--- config.mk ---
export PLATFORM = sky130hd
export DESIGN_NAME = frame_window_fetcher
export DESIGN_NICKNAME = d
export VERILOG_FILES = /design/src/rtl/frame_window_fetcher.sv
export SDC_FILE = /design/constraint.sdc
export NUM_CORES = 1
export LEC_CHECK = 0
export ABC_CLOCK_PERIOD_IN_PS = 12920
export CAP_MARGIN = 20
export CORE_MARGIN = 1
export CORE_UTILIZATION = 49
export DETAILED_ROUTE_END_ITERATION = 10
export HOLD_SLACK_MARGIN = 0.05
export PLACE_DENSITY_LB_ADDON = 0.1
export SLEW_MARGIN = 20
export SYNTH_ARGS = -nofsm -noshare
export SYNTH_HDL_FRONTEND = slang
export SYNTH_SLANG_ARGS = --single-unit
--- constraint.sdc ---
create_clock -name I_CLK -period 12.92 [get_ports I_CLK]
set_clock_uncertainty 0.05 [all_clocks]
set_input_delay 3.876 -clock I_CLK [delete_from_list [all_inputs] [get_ports I_CLK]]
set_output_delay 3.876 -clock I_CLK [all_outputs]
set_load 0.1 [all_outputs]
--- src/rtl/frame_window_fetcher.sv ---
// frame_window_fetcher: read-side sequencer that fetches a 3x3 pixel neighbourhood
// from frame_buffer and presents it to the edge stage with a valid/ready handshake.
module frame_window_fetcher #(
  parameter int unsigned P_COLUMNS     = 640,
  parameter int unsigned P_ROWS        = 3,
  parameter int unsigned P_PIXEL_DEPTH = 24
) (
  input  logic                           I_CLK,
  input  logic                           I_RESET,
  input  logic                           I_ENABLE,
  input  logic                           I_START,
  input  logic [$clog2(P_COLUMNS)-1:0]   I_CENTER_COL,
  input  logic [$clog2(P_ROWS)-1:0]      I_CENTER_ROW,
  input  logic                           I_READY,
  input  logic [P_PIXEL_DEPTH-1:0]       I_PIXEL,
  output logic [$clog2(P_COLUMNS)-1:0]   O_PIXEL_COL,
  output logic [$clog2(P_ROWS)-1:0]      O_PIXEL_ROW,
  output logic                           O_READ_ENABLE,
  output logic                           O_WRITE_ENABLE,
  output logic [9*P_PIXEL_DEPTH-1:0]     O_WINDOW,
  output logic                           O_VALID,
  output logic                           O_BUSY
);

  localparam int unsigned ColWidth = $clog2(P_COLUMNS);
  localparam int unsigned RowWidth = $clog2(P_ROWS);
  localparam logic [ColWidth-1:0] ColMax  = ColWidth'(P_COLUMNS - 1);
  localparam logic [RowWidth-1:0] RowMax  = RowWidth'(P_ROWS - 1);
  localparam logic [3:0]          LastIdx = 4'd8;

  typedef enum logic [1:0] {StIdle, StFetch, StDrain, StValid} state_e;

  state_e                               state_q, state_d;
  logic [3:0]                           idx_q, idx_d;
  logic [ColWidth-1:0]                  center_col_q, center_col_d;
  logic [RowWidth-1:0]                  center_row_q, center_row_d;
  logic [ColWidth-1:0]                  addr_col_q, addr_col_d;
  logic [RowWidth-1:0]                  addr_row_q, addr_row_d;
  logic                                 rd_en_q, rd_en_d;
  // Stage-1 tag: which element the frame_buffer is reading this cycle.
  logic                                 s1_valid_q, s1_valid_d;
  logic [3:0]                           s1_idx_q, s1_idx_d;
  logic [8:0][P_PIXEL_DEPTH-1:0]        window_q, window_d;
  logic                                 valid_q, valid_d;
  logic                                 busy_q, busy_d;

  // Row offset (0/1/2 meaning -1/0/+1) of window element k.
  function automatic logic [1:0] row_off(input logic [3:0] k);
    case (k)
      4'd0, 4'd1, 4'd2: row_off = 2'd0;
      4'd3, 4'd4, 4'd5: row_off = 2'd1;
      default:          row_off = 2'd2;
    endcase
  endfunction

  // Column offset (0/1/2 meaning -1/0/+1) of window element k.
  function automatic logic [1:0] col_off(input logic [3:0] k);
    case (k)
      4'd0, 4'd3, 4'd6: col_off = 2'd0;
      4'd1, 4'd4, 4'd7: col_off = 2'd1;
      default:          col_off = 2'd2;
    endcase
  endfunction

  // Neighbour column with edge replication.
  function automatic logic [ColWidth-1:0] nb_col(input logic [ColWidth-1:0] c,
                                                 input logic [1:0] off);
    if (off == 2'd0)      nb_col = (c == '0) ? c : c - ColWidth'(1);
    else if (off == 2'd2) nb_col = (c == ColMax) ? c : c + ColWidth'(1);
    else                  nb_col = c;
  endfunction

  // Neighbour row with edge replication.
  function automatic logic [RowWidth-1:0] nb_row(input logic [RowWidth-1:0] r,
                                                 input logic [1:0] off);
    if (off == 2'd0)      nb_row = (r == '0) ? r : r - RowWidth'(1);
    else if (off == 2'd2) nb_row = (r == RowMax) ? r : r + RowWidth'(1);
    else                  nb_row = r;
  endfunction

  // Next-state: sequencing, address generation and pixel capture; all hold when disabled.
  always_comb begin
    state_d      = state_q;
    idx_d        = idx_q;
    center_col_d = center_col_q;
    center_row_d = center_row_q;
    addr_col_d   = addr_col_q;
    addr_row_d   = addr_row_q;
    rd_en_d      = rd_en_q;
    s1_valid_d   = s1_valid_q;
    s1_idx_d     = s1_idx_q;
    window_d     = window_q;
    if (I_ENABLE) begin
      // frame_buffer output lags the strobe by one edge; capture one edge after that.
      s1_valid_d = rd_en_q;
      s1_idx_d   = idx_q;
      if (s1_valid_q) window_d[s1_idx_q] = I_PIXEL;
      rd_en_d = 1'b0;
      unique case (state_q)
        StIdle: begin
          if (I_START) begin
            state_d      = StFetch;
            idx_d        = 4'd0;
            center_col_d = (I_CENTER_COL > ColMax) ? ColMax : I_CENTER_COL;
            center_row_d = (I_CENTER_ROW > RowMax) ? RowMax : I_CENTER_ROW;
            rd_en_d      = 1'b1;
          end
        end
        StFetch: begin
          if (idx_q == LastIdx) begin
            state_d = StDrain;
          end else begin
            idx_d   = idx_q + 4'd1;
            rd_en_d = 1'b1;
          end
        end
        StDrain: state_d = StValid;
        StValid: if (I_READY) state_d = StIdle;
        default: state_d = StIdle;
      endcase
      // Addresses are registered, so present element idx_d together with the strobe.
      if (rd_en_d) begin
        addr_col_d = nb_col(center_col_d, col_off(idx_d));
        addr_row_d = nb_row(center_row_d, row_off(idx_d));
      end
    end
    valid_d = (state_d == StValid);
    busy_d  = (state_d != StIdle);
  end

  // State and output registers with asynchronous active-high reset.
  always_ff @(posedge I_CLK or posedge I_RESET) begin
    if (I_RESET) begin
      state_q      <= StIdle;
      idx_q        <= 4'd0;
      center_col_q <= '0;
      center_row_q <= '0;
      addr_col_q   <= '0;
      addr_row_q   <= '0;
      rd_en_q      <= 1'b0;
      s1_valid_q   <= 1'b0;
      s1_idx_q     <= 4'd0;
      window_q     <= '0;
      valid_q      <= 1'b0;
      busy_q       <= 1'b0;
    end else begin
      state_q      <= state_d;
      idx_q        <= idx_d;
      center_col_q <= center_col_d;
      center_row_q <= center_row_d;
      addr_col_q   <= addr_col_d;
      addr_row_q   <= addr_row_d;
      rd_en_q      <= rd_en_d;
      s1_valid_q   <= s1_valid_d;
      s1_idx_q     <= s1_idx_d;
      window_q     <= window_d;
      valid_q      <= valid_d;
      busy_q       <= busy_d;
    end
  end

  assign O_PIXEL_COL    = addr_col_q;
  assign O_PIXEL_ROW    = addr_row_q;
  assign O_READ_ENABLE  = rd_en_q;
  assign O_WRITE_ENABLE = 1'b0;
  assign O_WINDOW       = window_q;
  assign O_VALID        = valid_q;
  assign O_BUSY         = busy_q;

endmodule

* Yosys cells after proc, flatten, opt, wreduce, memory -nomap -nowiden
Index checks and enable logic that the tools add are counted.
** Word-level totals
- Flip-flop bits (word level) :: 254
- Latch bits :: 0
- Memory bits (writable) :: 0
- ROM bits :: 0
- Input bits :: 41
- Output and inout bits :: 232
- Memories kept :: 0
** Operators by class
- Add/subtract/negate cells :: 5
- Multipliers :: 0
- Div/mod/pow operators :: 0
- Magnitude comparators :: 4
- Equality and inequality tests :: 16
- Shift-type cells :: 0
- Multiplexer cells :: 38
- Bitwise operators :: 0
- Reduce and logical (&&, ||, !) cells :: 14
** Operators with widths (number)
- $bwmux W216 :: 1
- $demux W24 S4 :: 1
- $mux W10 :: 8
- $mux W2 :: 16
- $mux W24 :: 1
- $eq A4 B3 Y1 const B :: 4
- $eq A2 B2 Y1 const B :: 6
- $mux W4 :: 3
- $reduce_or A3 Y1 :: 4
- $add A10 B1 Y10 const B :: 1
- $eq A10 B10 Y1 const B :: 1
- $gt A10 B10 Y1 const B :: 1
- $logic_not A10 Y1 :: 1
- $sub A10 B1 Y10 const B :: 1
- $eq A4 B2 Y1 const B :: 2
- $logic_not A2 Y1 :: 4
- $pmux W2 S2 :: 2
- $pmux W2 S4 :: 1
- $pmux W4 S2 :: 1
- $lt A4 B5 Y1 const B :: 1
- $add A4 B1 Y4 const B :: 1
- $eq A4 B1 Y1 const B :: 1
- $eq A4 B4 Y1 const B :: 1
- $ge A4 B1 Y1 const B :: 1
- other kinds (10) :: 13

* Logic depth before layout (Yosys ltp)
- Depth after elaboration :: 12
- Depth in mapped cells :: 11
- Gate-level depth less buffers :: 9

* Worst setup path after synthesis
No wires, ideal clock.
- Path type :: in2reg
- Start :: input port I_CENTER_COL[1]
- End :: register addr_col_q[1], in the netlist O_PIXEL_COL[1]
- Library setup time :: 0.130 ns
- Data arrival time :: 5.996 ns
- Setup slack :: 6.744 ns
- Stages on the path :: 8
- Buffers on the path :: 0
- Cell sequence :: or4b_1 -> o22ai_1 -> ha_1 -> o21ai_1 -> o311a_4 -> and2_4 -> a2111oi_2 -> nor3_2
** Between the ends
- Longest elaborated chain between the ends :: 9
- Elaborated cells between the ends (all ways) :: 13
** Ends and longest elaborated chain
- start, declared :: RTL line 12 : input logic [$clog2(P_COLUMNS)-1:0] I_CENTER_COL,
- $gt A10 B10 Y1 :: RTL line 104 : center_col_d = (I_CENTER_COL > ColMax) ? ColMax : I_CENTER_COL;
- $mux W10 * :: RTL line 104
- $mux W10 * :: RTL line 101 : if (I_START) begin
- $mux W10 * :: RTL line 99 : unique case (state_q)
- $mux W10 * :: RTL line 93 : if (I_ENABLE) begin
- $add A10 B1 Y10 / $eq A10 B10 Y1 (equally long branches) :: RTL line 69 : else if (off == 2'd2) nb_col = (c == ColMax) ? c : c + ColWidth'(1);
- $mux W10 (2 in a row) :: RTL line 69
- $mux W10 * :: RTL line 68 : if (off == 2'd0) nb_col = (c == '0) ? c : c - ColWidth'(1);
- end signal, assigned :: RTL line 151 : addr_col_q <= addr_col_d;
- end, declared :: RTL line 37 : logic [ColWidth-1:0] addr_col_q, addr_col_d;
Every way passes the cells marked *; elsewhere a longest branch is shown, timed or not. The select of a mux whose other input is x is not followed.
A chain may end at the register's enable or synchronous reset.

* Worst setup path after layout
- Start :: input port I_START
- End :: register addr_col_q[1], in the netlist O_PIXEL_COL[1]
** Between the ends
- Longest elaborated chain between the ends :: 11
- Elaborated cells between the ends (all ways) :: 31
** Ends and longest elaborated chain
- start, declared :: RTL line 11 : input logic I_START,
- $mux W4 :: RTL line 101
- $pmux W4 S2 :: RTL line 99
- $mux W4 :: RTL line 93
- $eq A4 B3 Y1, or another cell as far along :: RTL line 58 : case (k)
- $reduce_or A3 Y1 :: RTL line 58
- $pmux W2 S2 :: RTL line 58
- $mux W2 :: RTL line 122 : if (rd_en_d) begin
- $mux W2 :: RTL line 93
- $eq A2 B2 Y1 :: RTL line 69
- $mux W10 :: RTL line 69
- $mux W10 :: RTL line 68
Parallel ways exist; a longest one is shown, timed or not. The select of a mux whose other input is x is not followed.

==> metrics <==
hold_sp center_col_q[0]; clk_lat worst skew 0.52 ns; hold_ws 0.433 ns; RSZ-0062 raised after global routing false; clk buf depth 3; Initial Util 50.4%; initial antenna violation count 0; router iterations before antenna repair 4; Port Buf Inserts 271; post-layout util 69.1%; layout cells sized above 1 28.6%; WP data required 13.27 ns; Max H-tree Level 1; placed cell count 1296; Max Slew Vio Count 0; max-slew headroom at the worst pin 28.6%; top post-synthesis cells by area dfrtp_1 (59%), mux2_2 (24%), nand2_1 (1.7%); Layout area overhead 37.1%; Yosys reg bits 254; peak fanout along the critical path 10; final hold vios 0; Setup violations, final 0; Hold WC Path Type reg2reg; Multi-input gate area 0.00416 mm^2; synth unique cells 71; Vias 7300; routability cong. 0.895; detailed placement HPWL 18.1 mm; Worst EP arrival 6.84 ns; number of hold buffers added after CTS 0; post-synthesis cell count 776; Max Cap Viol 0; Std-Cell Rows 53; Post-synth top flop dfrtp_1; Commonest cells post-synth dfrtp_1 (254), mux2_2 (226), nand2_1 (49); result of the run completed; Fillers 1588; core area 0.0212 mm^2; Total Wirelength 27.2 mm; die footprint 0.0224 mm^2; part of the cycle the worst path needs 50.2%; register area share after synthesis 59.4%; die width 150 um; register area 0.00636 mm^2; Final min period 6.48 ns; non-filler instance count after layout 1347; Die Height 150 um; async set-reset flop share out of synthesis 100%; Least-Margin Pin Slew 1.07 ns; syn_area_per_cell 13.8 um^2; DR WL/cell 20.2 um; Post-synth EDFFs 0; vias per cell 5.42; drt drc 0; nets@finish 1099; Synth top area share 59.4%; Total GRT Usage 24.7%; final antenna-violating net count 0; number of global-route vias before repair 7397; crit end category flop; largest net degree at the start of global routing 135; clk sinks 254; syn nets 824; grt ovf 0; Setup TNS Final 0 ns; most common cell in the netlist dfrtp_1; # IOs 273; Num CTS Buffers 28; type of the worst setup path in2reg; CTS Root Cell clkbuf_16; cell taking the most area after synthesis dfrtp_1; DRT iter0 DRCs 221; Clock transition at path regs 0.06 ns; post-CTS setup buffers 0; Max Clk Rate 154 MHz; cts repair resizes 0; ANT cells 0; first-pass GRT wire length 42.7 mm; CTS tree yes; CP Launch Type input port; YS warnings 0; FF-to-FF Start state_q[0]; crit path from I_START; Syn Std Cell Area 0.0107 mm^2
## per-stage QoR
step           cell area, um^2  setup WS (ns)
2_1_floorplan            10700           2.01
3_3_place_gp             13700           5.95
3_5_place_dp             13700           5.91
4_1_cts                  14700           6.47
5_1_grt                  14700           6.30
6_report                 14700           6.44
## worst paths after layout
kind | cells after the start | slack [ns] | end
max in group asynchronous | 3 | 7.35 | O_WINDOW[85]
worst max register to register | 8 | 9.74 | O_PIXEL_COL[1]
worst min-delay path | 2 | 0.43 | center_col_q[0]
worst max-delay path | 9 | 6.44 | O_PIXEL_COL[1]
worst min register to register | 2 | 0.43 | center_col_q[0]
min in group asynchronous | 2 | 3.85 | O_WINDOW[100]
## metal layers
metal  global-route usage [%]  part of all wire (%)
met1                     32.1                    42
met2                     39.9                    47
met3                     8.35                   8.7
met4                     6.06                   2.1
met5                        0                     0
## logic make-up after synthesis
family                     share of synthesized area [%]
AOI/OAI and AO/OA                                   5.79
xor gates and xnor gates                           0.327
adders and majority gates                          0.819
buffers and inverters                               1.93
DFF                                                 59.4
muxes                                               24.1
other                                             0.0351
and+or+nand+nor                                     7.60
## sequential cells by signal (all words and copies together), names as in the netlist
register / flops
O_WINDOW: 216
O_PIXEL_COL: 10
center_col_q: 10
idx_q: 4
s1_idx_q: 4
O_PIXEL_ROW: 2
center_row_q: 2
state_q: 2
O_BUSY: 1
O_READ_ENABLE: 1
O_VALID: 1
s1_valid_q: 1
## cells in the final DEF, fill, tap and decap left out, types with 7 or more instances in the layout
master	Yosys	final
nor2_1	28	27
ha_1	7	7
clkbuf_16	0	29
and3_1	7	7
clkbuf_1	25	7
buf_4	1	11
nand2_1	49	49
nand3_1	9	8
dfrtp_1	254	254
clkbuf_8	0	8
o22a_1	8	8
o22ai_1	7	7
inv_1	13	12
mux2_2	226	226
clkdlybuf4s50_1	0	271
o21ai_0	13	13
a21oi_1	12	12
nor3_1	10	10
## critical path, stage by stage
cell and delay (ns):
clkdlybuf4s50_1 0.66, or4b_1 0.47, o22ai_1 0.38, ha_1 0.29
o21ai_1 0.12, o311a_4 0.43, and2_4 0.18, a2111oi_2 0.36
nor3_2 0.08
## area by class of cell
cell class	instances	area share, %
flip-flops and latches	254	43.4
clock buffers	44	5.88
well taps	275	2.35
multi-input cells	472	28.4
repair buffers	282	19.1
inverters	13	0.384
clock inverters	7	0.580
Power is left out: the tool's default activity adds up to more than one toggle a clock period on the data nets, which glitch-free logic cannot reach.
